### src/rtl/seg7_pkg.sv
// seg7_pkg: shared types, polarity constants and hex glyphs for the 7-segment display path
// Contents: digit_idx_t (2-bit digit index), NUM_DIGITS, seg_off/an_off
//           (all-dark bus values per polarity), hex2seg (0-F glyphs, {g,f,e,d,c,b,a}, 1 = lit)
package seg7_pkg;
   localparam int NUM_DIGITS = 4;
   typedef logic [1:0] digit_idx_t;
   localparam logic [6:0] HEX_SEG [16] = '{
      7'h3F, 7'h06, 7'h5B, 7'h4F, 7'h66, 7'h6D, 7'h7D, 7'h07,
      7'h7F, 7'h6F, 7'h77, 7'h7C, 7'h39, 7'h5E, 7'h79, 7'h71
   };
   function automatic logic [6:0] seg_off(input bit active_low);
      return active_low ? 7'h7F : 7'h00;
   endfunction
   function automatic logic [NUM_DIGITS-1:0] an_off(input bit active_low);
      return active_low ? {NUM_DIGITS{1'b1}} : {NUM_DIGITS{1'b0}};
   endfunction
   function automatic logic [6:0] hex2seg(input logic [3:0] nib);
      return HEX_SEG[nib];
   endfunction
endpackage

### src/rtl/seg7_refresh_timer.sv
// seg7_refresh_timer: slot divider and digit selector for the scan multiplexer
// Ports: i_clk, i_reset (sync, active-high), o_div_cnt (position within slot),
//        o_slot_tick (last cycle of slot), o_digit_sel (digit being scanned)
module seg7_refresh_timer
   import seg7_pkg::*;
#(
   parameter int DIV_WIDTH = 16,
   parameter int DIV_MAX   = 49999
)(
   input  logic                 i_clk,
   input  logic                 i_reset,
   output logic [DIV_WIDTH-1:0] o_div_cnt,
   output logic                 o_slot_tick,
   output digit_idx_t           o_digit_sel
);
   localparam logic [DIV_WIDTH-1:0] MAX = DIV_WIDTH'(DIV_MAX);
   logic [DIV_WIDTH-1:0] r_div_cnt;
   digit_idx_t           r_digit_sel;
   assign o_div_cnt   = r_div_cnt;
   assign o_digit_sel = r_digit_sel;
   assign o_slot_tick = (r_div_cnt == MAX);
   always_ff @(posedge i_clk) begin
      if (i_reset) begin
         r_div_cnt   <= '0;
         r_digit_sel <= '0;
      end else begin
         r_div_cnt <= o_slot_tick ? '0 : r_div_cnt + 1'b1;
         if (o_slot_tick) r_digit_sel <= r_digit_sel + 1'b1;
      end
   end
endmodule

### src/rtl/seg7_scan_mux.sv
// seg7_scan_mux: four-digit 7-segment scan multiplexer with frame snapshot and duty control
// Ports: clk, reset (sync, active-high), digit0..digit3 (patterns, digit0 rightmost),
//        blank (per-digit dark request), seg (shared segment bus), an (anode select),
//        frame_start (one-cycle pulse on the first cycle of a new frame)
module seg7_scan_mux
   import seg7_pkg::*;
#(
   parameter int DIV_WIDTH  = 16,
   parameter int DIV_MAX    = 49999,
   parameter int ON_CYCLES  = 40000,
   parameter bit ACTIVE_LOW = 1'b1
)(
   input  logic                  clk,
   input  logic                  reset,
   input  logic [6:0]            digit0,
   input  logic [6:0]            digit1,
   input  logic [6:0]            digit2,
   input  logic [6:0]            digit3,
   input  logic [NUM_DIGITS-1:0] blank,
   output logic [6:0]            seg,
   output logic [NUM_DIGITS-1:0] an,
   output logic                  frame_start
);
   localparam logic [6:0]            SEG_OFF = seg_off(ACTIVE_LOW);
   localparam logic [NUM_DIGITS-1:0] AN_OFF  = an_off(ACTIVE_LOW);
   // One extra bit so ON_CYCLES = DIV_MAX+1 = 2^DIV_WIDTH still means full on
   localparam logic [DIV_WIDTH:0]    ON_LIM  = (DIV_WIDTH+1)'(ON_CYCLES);
   logic [DIV_WIDTH-1:0]            w_div_cnt;
   logic                            w_slot_tick;
   digit_idx_t                      w_sel;
   logic                            w_snap;
   logic                            w_lit;
   logic [NUM_DIGITS-1:0][6:0]      r_shadow;
   logic [NUM_DIGITS-1:0]           r_blank;
   seg7_refresh_timer #(
      .DIV_WIDTH (DIV_WIDTH),
      .DIV_MAX   (DIV_MAX)
   ) u_timer (
      .i_clk       (clk),
      .i_reset     (reset),
      .o_div_cnt   (w_div_cnt),
      .o_slot_tick (w_slot_tick),
      .o_digit_sel (w_sel)
   );
   // Snapshot on the last cycle of digit 3 so the whole next frame uses one consistent set
   assign w_snap = w_slot_tick && (w_sel == digit_idx_t'(NUM_DIGITS-1));
   assign w_lit  = ({1'b0, w_div_cnt} < ON_LIM) && !r_blank[w_sel];
   // seg and an share one edge so a new anode never shows the previous digit's segments;
   // XOR with the off value applies the pin polarity
   always_ff @(posedge clk) begin
      if (reset) begin
         r_shadow    <= '0;
         r_blank     <= '1;
         seg         <= SEG_OFF;
         an          <= AN_OFF;
         frame_start <= 1'b0;
      end else begin
         if (w_snap) begin
            r_shadow <= {digit3, digit2, digit1, digit0};
            r_blank  <= blank;
         end
         frame_start <= w_snap;
         seg         <= w_lit ? r_shadow[w_sel] ^ SEG_OFF : SEG_OFF;
         an          <= w_lit ? (NUM_DIGITS'(1) << w_sel) ^ AN_OFF : AN_OFF;
      end
   end
endmodule

### config.mk
export PLATFORM = sky130hd
export DESIGN_NAME = seg7_scan_mux
export DESIGN_NICKNAME = d
export VERILOG_FILES = /design/src/rtl/seg7_pkg.sv /design/src/rtl/seg7_refresh_timer.sv /design/src/rtl/seg7_scan_mux.sv
export SDC_FILE = /design/constraint.sdc
export NUM_CORES = 1
export LEC_CHECK = 0
export ABC_AREA = 1
export BUFFER_PORTS_ARGS = -buffer_cell sky130_fd_sc_hd__buf_4
export CAP_MARGIN = 20
export CORE_MARGIN = 2
export CORE_UTILIZATION = 45
export CTS_CLUSTER_SIZE = 16
export DETAILED_ROUTE_END_ITERATION = 6
export GPL_ROUTABILITY_DRIVEN = 0
export PLACE_DENSITY_LB_ADDON = 0.25
export SKIP_LAST_GASP = 1
export SYNTH_ARGS = -nofsm -noshare
export SYNTH_HDL_FRONTEND = slang
export SYNTH_SLANG_ARGS = --single-unit
### constraint.sdc
create_clock -name clk -period 1.96 [get_ports clk]
set_clock_uncertainty 0.05 [all_clocks]
set_input_delay 0.098 -clock clk [delete_from_list [all_inputs] [get_ports clk]]
set_output_delay 0.098 -clock clk [all_outputs]
set_load 0.01 [all_outputs]
==> impl_metrics.yaml <==
synthesis:
  synth_fa_ha_area_share_pct: 2.30
  yosysUniqueCellTypes: 26
  synth_area_um2: 2720
  synth_top_area_share_pct: 45.7
  syn_inst: 357
  yosysSeqAreaShare_pct: 45.7
  synth_xor_xnor_area_share_pct: 1.61
  synth.largest_area_cell: "dfxtp_1"
  synth_seq_cells: 62
  async_flop_share_pct: 0
  synth-edff-count: 0
  synthFlopType: "dfxtp_1"
  synth_mux_area_share_pct: 0
  synthTopCellsByArea: "dfxtp_1 46%, nand2_1 8.6%, nand4_1 7.4%, a21oi_1 7.0%, nor2_1 5.7%"
  synth_compound_area_share_pct: 12.3
  yosys_warnings: 0
  syn_avg_cell_area_um2: 7.61
  synthTopCellsByCount: "62 x dfxtp_1, 62 x nand2_1, 41 x nor2_1"
  synth_top_family_by_area: "simple AND/OR/NAND/NOR gates"
  syn-num-nets: 396
  yosys.area_share.simple_pct: 30.2
layout:
  instances_no_fill: 491
  fin_util_pct: 57.9
  syn2layout_area_growth_pct: 25.4
  multi_input_area_um2: 1260
  fillCellCount: 568
  fin_area_um2: 3410
  layout-drive-gt1-share_pct: 19.7
  fin_nets: 450
  register_area_um2: 1240
  antenna_cells: 0
routing:
  wirelength_um: 6620
  wire_per_inst_um: 13.5
  via_count: 2533
  drtIter0Drc: 100
  drt-vias-per-instance: 5.16
  post-route-drc-count: 0
  ant_nets: 0
  firstDrtPassIters: 5
timing:
  worst_pin_slew_ns: 0.437
  period_needed_ns: 1.63
  finalHoldViolCount: 0
  fmax_ghz: 0.615
  drv_slew: 0
  whs_ns: 0.00762
  setup_viol: 0
  slew_headroom_pct: 70.6
  period_share_pct: 82.9
  tns_ns: 0
  fin_ws_ns: 0.335
  rsz0062_at_grt: "false"
die:
  num_rows: 28
  dieArea_um2: 6670
  core_area_um2: 5890
  initial_core_util_pct: 46.2
  io_pins: 46
  die_y_um: 81.7
  die_w_um: 81.7
worst_setup_path:
  cp_slowest_cell: "dfxtp_1"
  startpoint_type: "register"
  crit_arrival_ns: 1.78
  criticalPathCategory: "reg2reg"
  path_cells: "ha_1 -> nand3_1 -> nor2_4 -> nand3_2 -> buf_4 -> nand2_1 -> a21oi_1"
  critical_path.top_delay_family: "simple AND/OR/NAND/NOR gates"
  path_max_fanout: 33
  path_buf_inv: 1
  cp-end-kind: "register"
  cpPeakStageDelay_ns: 0.36
  crit_required_ns: 2.11
clocking:
  h-tree-depth: 3
  numCtsBuffers: 9
  clkTransAtPathRegs_ns: 0.07
  cts.sinks: 62
  cts_tree: "done"
  clk_latency_ns: 0.33
  clockBufferDepth: 2
  clockRootBuffer: "clkbuf_8"
  cts_resized: 0
grt:
  grt_pass1_wl_um: 10700
  grt_max_degree: 34
  antenna_found_initial: 0
  grt_usage_pct: 21.2
  grt_pass1_vias: 2341
  grt.overflow.total: 0
place:
  dp_slack_ns: 0.347
  place_area_um2: 3100
  portBuffers: 45
  dp_cells: 466
  dp_hpwl_um: 4680
outcome:
  status: "completed"
pwr:
  irDropWorstVdd_mv: 0.467
  power.leakage_nw: 1.30
  powerDensity_nw_per_um2: 754
  finalPower_mw: 2.57
run:
  max_cap_violations: 0
hold_path:
  hold_class: "in2reg"
-- power by group --
part	switching [mW]	internal, mW	total [mW]	leakage [nW]
combinational	0.0336	0.0575	0.0912	0.687
clock	0.463	0.747	1.21	0.110
sequential	0.00400	1.26	1.27	0.500
total	0.500	2.07	2.57	1.30
-- worst paths after layout --
check	startpoint	end	slack (ns)	depth (start not counted)
max	u_timer.o_div_cnt[0]$_SDFF_PP0_	r_shadow[2]$_SDFFE_PP0P_	0.33	7
min	digit2[1]	r_shadow[15]$_SDFFE_PP0P_	0.008	3
max reg2reg	u_timer.o_div_cnt[0]$_SDFF_PP0_	r_shadow[2]$_SDFFE_PP0P_	0.33	7
min reg2reg	u_timer.o_div_cnt[0]$_SDFF_PP0_	u_timer.o_div_cnt[0]$_SDFF_PP0_	0.41	1
-- state kept, by name, summed over array words and instances (netlist names) --
register / count
seg: 7
r_blank: 4
u_timer.o_digit_sel: 2
u_timer.o_div_cnt: 16
r_shadow: 28
an: 4
frame_start: 1
-- cells in the final DEF (no fill, tap or decap), types with 2 or more instances in the layout --
cell type / synthesis / final
nand2_1: 62 / 62
dfxtp_1: 62 / 62
buf_4: 1 / 57
nor2_1: 41 / 41
a21oi_1: 38 / 38
nand4_1: 32 / 32
nand3_1: 28 / 28
o21ai_0: 19 / 19
inv_1: 17 / 17
clkbuf_8: 0 / 10
dlygate4sd3_1: 0 / 9
o22ai_1: 7 / 7
xor2_1: 5 / 5
ha_1: 5 / 5
inv_2: 4 / 4
nor3_1: 4 / 4
nand2_2: 3 / 3
nor2_4: 2 / 2
bufinv_16: 0 / 2
clkinv_2: 0 / 2
clkbuf_1: 8 / 2
-- metal layers --
metal	GRT usage, %	wire length [um]	vias to the layer above
met5	0	0	-
met4	12.0	136	0
met3	3.41	254	15
met2	31.3	3000	59
met1	29.4	3240	1139
li1	-	-	1320
-- layout make-up --
cell class,count,share of cell area [%]
Sequential cell,62,36.4
Clock inverter,4,2.06
Multi-Input combinational cell,251,37.0
Tap cell,75,2.75
Inverter,21,2.31
Timing Repair Buffer,66,15.2
Clock buffer,12,4.26
-- what timing repair did --
| item | CTS | global route |
|---|---|---|
| endpoints found under the hold margin | 9 | 0 |
| hold buffers | 9 | 0 |
| setup buffers | 0 | 0 |
-- cells by family after synthesis --
logic type               Yosys count
XOR/XNOR                           5
flip-flops                        62
adder cells (fa/ha/maj)            5
AND/OR/NAND/NOR                  176
buffers and inverters             44
AO/OA/AOI/OAI                     65
-- worst register-to-register path, delay by kind of cell, from the launching register on --
family	cells	cell delay, ns
AO/OA/AOI/OAI	1	0.07
buffers and inverters	1	0.25
flip-flops	1	0.36
AND/OR/NAND/NOR	4	0.59
adder cells (fa/ha/maj)	1	0.20
No activity file was read; power rests on OpenSTA's default activity.
